## src/rtl/ending_sprite_anim.sv

```systemverilog
// End-of-level sprite overlay: the sprite drops in, animates, blinks, then stays on screen.
// A tick-enabled FSM drives a 2-stage pixel pipeline that reads a synchronous sprite-sheet RAM.
module ending_sprite_anim #(
  parameter int TICK_DIV     = 3_000_000,
  parameter int SHOW_STEP    = 300,
  parameter int X_HOME       = 305,
  parameter int Y_HOME       = 243,
  parameter int Y_START      = 0,
  parameter int Y_STEP       = 8,
  parameter int SPR_W        = 13,
  parameter int SPR_H        = 23,
  parameter int SCALE_SHIFT  = 1,
  parameter int SHEET_W      = 188,
  parameter int ROM_X0       = 43,
  parameter int ROM_Y0       = 114,
  parameter int NUM_FRAMES   = 2,
  parameter int FRAME_STRIDE = 13,
  parameter int HOLD_TICKS   = 10,
  parameter int BLINK_TICKS  = 6
) (
  input  logic        Clk,
  input  logic        Reset,
  input  logic [9:0]  DrawX,
  input  logic [9:0]  DrawY,
  input  logic [8:0]  BG_step,
  output logic [18:0] rom_addr,
  input  logic [3:0]  rom_data,
  output logic        is_ending,
  output logic [7:0]  Red,
  output logic [7:0]  Green,
  output logic [7:0]  Blue,
  output logic        done
);
  localparam int TW = $clog2(TICK_DIV);
  localparam logic [11:0] SPR_WS = 12'(SPR_W << SCALE_SHIFT);
  localparam logic [11:0] SPR_HS = 12'(SPR_H << SCALE_SHIFT);

  typedef enum logic [2:0] {S_IDLE, S_DROP, S_HOLD, S_BLINK, S_DONE} state_t;

  state_t        state, state_n;
  logic [TW-1:0] tick_cnt;
  logic          tick, arm;
  logic [10:0]   y_pos, y_n;
  logic [11:0]   y_inc;
  logic [2:0]    frame, frame_n;
  logic [15:0]   cnt, cnt_n, cnt_inc;
  logic          visible, vis_n;
  logic [11:0]   rel_x, rel_y, dx, dy;
  logic          hit, hit_d1;

  assign tick    = (tick_cnt == TW'(TICK_DIV - 1));
  assign arm     = (int'(BG_step) >= SHOW_STEP);
  assign y_inc   = {1'b0, y_pos} + 12'(Y_STEP);
  assign cnt_inc = cnt + 16'd1;

  always_ff @(posedge Clk or posedge Reset)
    if (Reset) tick_cnt <= '0;
    else       tick_cnt <= tick ? '0 : tick_cnt + TW'(1);

  always_ff @(posedge Clk or posedge Reset)
    if (Reset) begin
      state   <= S_IDLE;
      y_pos   <= 11'(Y_START);
      frame   <= '0;
      cnt     <= '0;
      visible <= 1'b0;
      done    <= 1'b0;
    end else begin
      state   <= state_n;
      y_pos   <= y_n;
      frame   <= frame_n;
      cnt     <= cnt_n;
      visible <= vis_n;
      done    <= (state_n == S_DONE);
    end

  // Disarm is checked every cycle and overrides any tick-driven step.
  always_comb begin
    state_n = state;
    y_n     = y_pos;
    frame_n = frame;
    cnt_n   = cnt;
    vis_n   = visible;
    if (state != S_IDLE && !arm) begin
      state_n = S_IDLE;
      y_n     = 11'(Y_START);
      frame_n = '0;
      cnt_n   = '0;
      vis_n   = 1'b0;
    end else if (tick) begin
      case (state)
        S_IDLE: if (arm) begin
          state_n = S_DROP;
          y_n     = 11'(Y_START);
          vis_n   = 1'b1;
        end
        S_DROP: if (y_inc >= 12'(Y_HOME)) begin
          y_n     = 11'(Y_HOME);
          state_n = S_HOLD;
          cnt_n   = '0;
        end else begin
          y_n = y_inc[10:0];
        end
        S_HOLD: begin
          frame_n = (frame == 3'(NUM_FRAMES - 1)) ? 3'd0 : frame + 3'd1;
          if (cnt_inc == 16'(HOLD_TICKS)) begin
            state_n = S_BLINK;
            cnt_n   = '0;
          end else begin
            cnt_n = cnt_inc;
          end
        end
        S_BLINK: begin
          vis_n = !visible;
          if (cnt_inc == 16'(BLINK_TICKS)) begin
            state_n = S_DONE;
            vis_n   = 1'b1;
            cnt_n   = '0;
          end else begin
            cnt_n = cnt_inc;
          end
        end
        S_DONE:  vis_n = 1'b1;
        default: state_n = S_IDLE;
      endcase
    end
  end

  // Stage 0: hit test and sheet address, widened to 12 bits so nothing wraps.
  always_comb begin
    rel_x = {2'b0, DrawX} - 12'(X_HOME);
    rel_y = {2'b0, DrawY} - {1'b0, y_pos};
    hit   = visible && ({2'b0, DrawX} >= 12'(X_HOME)) && (rel_x < SPR_WS)
                    && ({2'b0, DrawY} >= {1'b0, y_pos}) && (rel_y < SPR_HS);
    dx    = rel_x >> SCALE_SHIFT;
    dy    = rel_y >> SCALE_SHIFT;
    rom_addr = hit ? (19'(ROM_X0) + 19'(frame) * 19'(FRAME_STRIDE) + 19'(dx)
                      + (19'(ROM_Y0) + 19'(dy)) * 19'(SHEET_W)) : '0;
  end

  function automatic logic [23:0] palette(input logic [3:0] idx);
    case (idx)
      4'd0:    palette = 24'h000000;
      4'd1:    palette = 24'hFFFDFB;
      4'd2:    palette = 24'hB53121;
      4'd3:    palette = 24'hF83800;
      4'd4:    palette = 24'hE18300;
      4'd5:    palette = 24'h1D7B01;
      4'd6:    palette = 24'hAC7C00;
      4'd7:    palette = 24'hD4E7C7;
      4'd8:    palette = 24'h057987;
      4'd9:    palette = 24'h000000;
      default: palette = 24'hFF00FF;
    endcase
  endfunction

  // Stage 1 holds the hit while the RAM fetches; stage 2 joins it with rom_data.
  always_ff @(posedge Clk or posedge Reset)
    if (Reset) begin
      hit_d1             <= 1'b0;
      is_ending          <= 1'b0;
      {Red, Green, Blue} <= 24'h0;
    end else begin
      hit_d1             <= hit;
      is_ending          <= hit_d1 && (rom_data != 4'd0);
      {Red, Green, Blue} <= hit_d1 ? palette(rom_data) : 24'h0;
    end
endmodule

```

## config.mk

```make
export PLATFORM = sky130hd
export DESIGN_NAME = ending_sprite_anim
export DESIGN_NICKNAME = d
export VERILOG_FILES = /design/src/rtl/ending_sprite_anim.sv
export SDC_FILE = /design/constraint.sdc
export NUM_CORES = 1
export LEC_CHECK = 0
export BUFFER_PORTS_ARGS = -buffer_cell sky130_fd_sc_hd__buf_2
export CAP_MARGIN = 25
export CORE_MARGIN = 10
export CORE_UTILIZATION = 60
export DETAILED_ROUTE_END_ITERATION = 12
export GPL_TIMING_DRIVEN = 0
export PLACE_DENSITY = 0.86
export SLEW_MARGIN = 20
export SYNTH_ARGS = -nofsm -noshare
export SYNTH_HDL_FRONTEND = slang
export SYNTH_SLANG_ARGS = --single-unit
```

## constraint.sdc

```tcl
create_clock -name Clk -period 8.8 [get_ports Clk]
set_clock_uncertainty 0.1 [all_clocks]
set_input_delay 0.44 -clock Clk [delete_from_list [all_inputs] [get_ports Clk]]
set_output_delay 0.44 -clock Clk [all_outputs]
set_load 0.005 [all_outputs]
```

==> metrics.md <==
| Metric | Value |
|---|---|
| Run status | finished, final reports clean |
| Worst Hold Class | input port to flop |
| Drt total wl | 17.6 mm |
| Number of iterations in the first detailed-routing pass | 5 |
| Number of nets in the final layout | 1156 |
| First-pass GRT wire length | 30.0 mm |
| Count of flip-flops with a built-in enable after synthesis | 0 |
| Top-level port count | 80 |
| Congestion Overflow GR | 0 |
| Unrepaired setup endpoints after global routing | no |
| Overall global routing resource usage | 19.7% |
| Initial cell density of the core | 61.8% |
| Number of buffer and inverter stages on the critical path | 6 |
| Placeable core region | 0.0127 mm2 |
| Number of remaining DRC errors | 0 |
| Height of the die | 134 um |
| Total of warnings raised by yosys | 0 |
| Final worst-path cycle share | 94.2% |
| Type of origin of the critical path | flop |
| Layout cell share with drive strength beyond 1 | 12.9% |
| Synthesized net count | 1066 |
| TritonCTS buffer count | 9 |
| Worst max-slew margin expressed relative to the limit | 41.4% |
| Library cell used as clock root buffer | clkbuf_16 |
| Worst path required time | 8.26 ns |
| Layout area overhead | 12.5% |
| Largest fanout on the critical path | 7 |
| Aggregate negative setup slack | 0 ns |
| Sequential fraction of the synthesis area | 24.8% |
| Overall via count from detail_route | 6648 |
| Number of instances in the synthesized netlist | 909 |
| Crit path max-delay family | adder cells |
| Critical Path Sink Type | output port |
| Post-detailed-route via-to-cell ratio | 5.65 |
| Count of unique library cells instantiated by Yosys | 74 |
| Worst-case setup slack after placement | 0.522 ns |
| Number of setup violations in the final report | 0 |
| Dominant combinational cell family by area after synthesis | adder cells |
| Synthesized cell area | 0.00786 mm2 |
| Worst EP arrival | 7.75 ns |
| Mux cell area share after synthesis | 0.510% |
| Number of clock sinks seen by CTS | 78 |
| CTS max path bufs | 2 |
| Number of global-route vias before repair | 6627 |
| Port Buffer Count | 76 |
| Maximum operating frequency | 121 MHz |
| Final Hold Slack | 0.337 ns |
| Final-report max-slew violation count | 0 |
| Mean instance size in the synthesized netlist | 8.64 um2 |
| Maximum single-stage delay on the critical path | 0.54 ns |
| Post-synthesis share of cell area spent on and, or, nand and nor gates | 19.9% |
| Clock tree from TritonCTS | yes |
| Post-synthesis adder-cell area fraction | 22.8% |
| Leading cell types by total area after synthesis | dfrtp_1 (25%), ha_1 (14%), fa_1 (8.9%) |
| Placer congestion estimate | 0.906 |
| Half-perimeter wire length of the detailed placement result | 13.9 mm |
| Number of cell rows | 41 |
| Worst setup path class | flop to output port |
| Antenna violations before repair | 0 |
| Proportion of netlist area held by the largest area contributor | 24.8% |
| Die Area | 0.0181 mm2 |
| Mean routed wirelength per cell | 14.9 um |
| Final critical path time including I/O delays and setup | 8.29 ns |
| Compound-Gate Fraction of Synth Area | 15.6% |
| Cell at the slowest stage of the critical path | fa_1 |
| Initial DRC Count | 454 |
| Worst-Margin Slew | 0.871 ns |
| Biggest area consumer among synthesized cells | dfrtp_1 |
| Clock insertion delay at the later pin of the skew report | 0.34 ns |
| Antenna cell count | 0 |
| H-tree Lvls | 3 |
| Die width | 134 um |
| Number of post-CTS setup repair buffers | 0 |
| Number of max-capacitance violations reported | 0 |
| Hold Violations, Final | 0 |
| Post-layout worst setup margin | 0.510 ns |
| Count of state elements after synthesis | 78 |
| Async SR Flop Fraction | 100% |
| Antenna-violating nets left | 0 |
| Core Util, Final | 69.5% |
| Xor-xnor portion of the synthesized cell area | 9.57% |
| Maximum number of pins on one net before global-route repair | 50 |
| Top FF cell, synth | dfrtp_1 |
| Clock transition at the registers of the reported paths | 0.06 ns |
-- cells in the final DEF, fill, tap and decap left out, types with 5 or more instances in the layout --
cell / count
inv_1: 97
ha_1: 87
nor2_1: 86
buf_2: 81
dfrtp_1: 78
nand2_1: 62
a21oi_1: 54
xnor2_1: 49
o21ai_0: 37
fa_1: 35
xor2_1: 34
nand3_1: 28
a31oi_1: 19
and2_1: 18
clkbuf_1: 15
nor2b_1: 15
and3_1: 15
nor3_1: 13
nand2b_1: 12
o21a_1: 11
nand4_1: 10
a21o_1: 10
or3_1: 9
clkbuf_16: 9
a21boi_0: 6
o31ai_1: 5
o22a_1: 5
buf_6: 5
-- state kept, by name, indices dropped and copies added, names as in the netlist --
register	cells
tick_cnt	22
cnt	16
y_pos	9
Green	8
Red	7
Blue	6
frame	3
state	3
done	1
hit_d1	1
is_ending	1
visible	1
-- logic make-up after synthesis --
group | Yosys count
AOI/OAI and AO/OA | 190
xor gates and xnor gates | 85
adders and majority gates | 122
buffers and inverters | 128
DFF | 78
muxes | 4
and+or+nand+nor | 302
-- layout make-up --
cell class	instances	area (um2)
multi-input combinational	703	5380
fill	960	3880
sequential	78	1950
timing repair buffer	79	423
inverter	98	370
clock buffer	10	239
tap	172	215
buffer	30	170
clock inverter	6	92.6
-- through the flow --
stage | std cells | instance area (um2)
after floorplan | 909 | 7860
after global placement | 1157 | 8450
after detailed placement | 1159 | 8490
after CTS | 1176 | 8830
after global routing | 1176 | 8840
final | 1176 | 8840
-- per-layer routing --
layer  track usage (%)  share of wire (%)
met1              23.3                 44
met4              6.23                2.1
met5                 0                  0
met3              3.40                4.0
met2              35.2                 50
-- synth_stat cells (5+ instances only) --
master    number
o22a_1         5
dfrtp_1       78
a31oi_1       19
o31ai_1        6
nor2_1        86
fa_1          35
nand2b_1      12
clkbuf_1      15
or3_1          9
nor3_1        13
and3_1        15
xnor2_1       49
a21oi_1       54
nor2b_1       15
nand3_1       28
o21a_1        11
and2_1        18
ha_1          87
xor2_1        35
nand4_1       10
nand2_1       62
inv_1         98
a21o_1        10
a21boi_0       6
o21ai_0       37
buf_6          5
-- timing repair --
action,CTS,global route
hold buffers,1,0
endpoints found under the hold margin,10,0
setup endpoints to repair,0,1
resized for setup,0,2
-- final timing paths --
kind                                              end  slack (ns)  cells past startpoint                  start
worst min register to register  tick_cnt[0]$_DFF_PP0_        0.40                      1  tick_cnt[0]$_DFF_PP0_
worst max-delay path                     rom_addr[16]        0.51                     29   y_pos[5]$_DFFE_PP0P_
worst max register to register     cnt[2]$_DFFE_PP0P_        5.47                     14     cnt[0]$_DFFE_PP0P_
worst min-delay path               Green[1]$_DFF_PP0_        0.34                      3            rom_data[2]
min in group asynchronous           Blue[0]$_DFF_PP0_        0.54                      3                  Reset
max in group asynchronous         cnt[12]$_DFFE_PP0P_        7.49                      4                  Reset
-- tightest hold or removal path, delay by kind of cell --
family                 cells  cell delay, ns
and+or+nand+nor            2            0.17
buffers and inverters      1            0.13
Power is not shown: default switching activity piles up to over one toggle a cycle in this logic, so the estimate is an artifact.
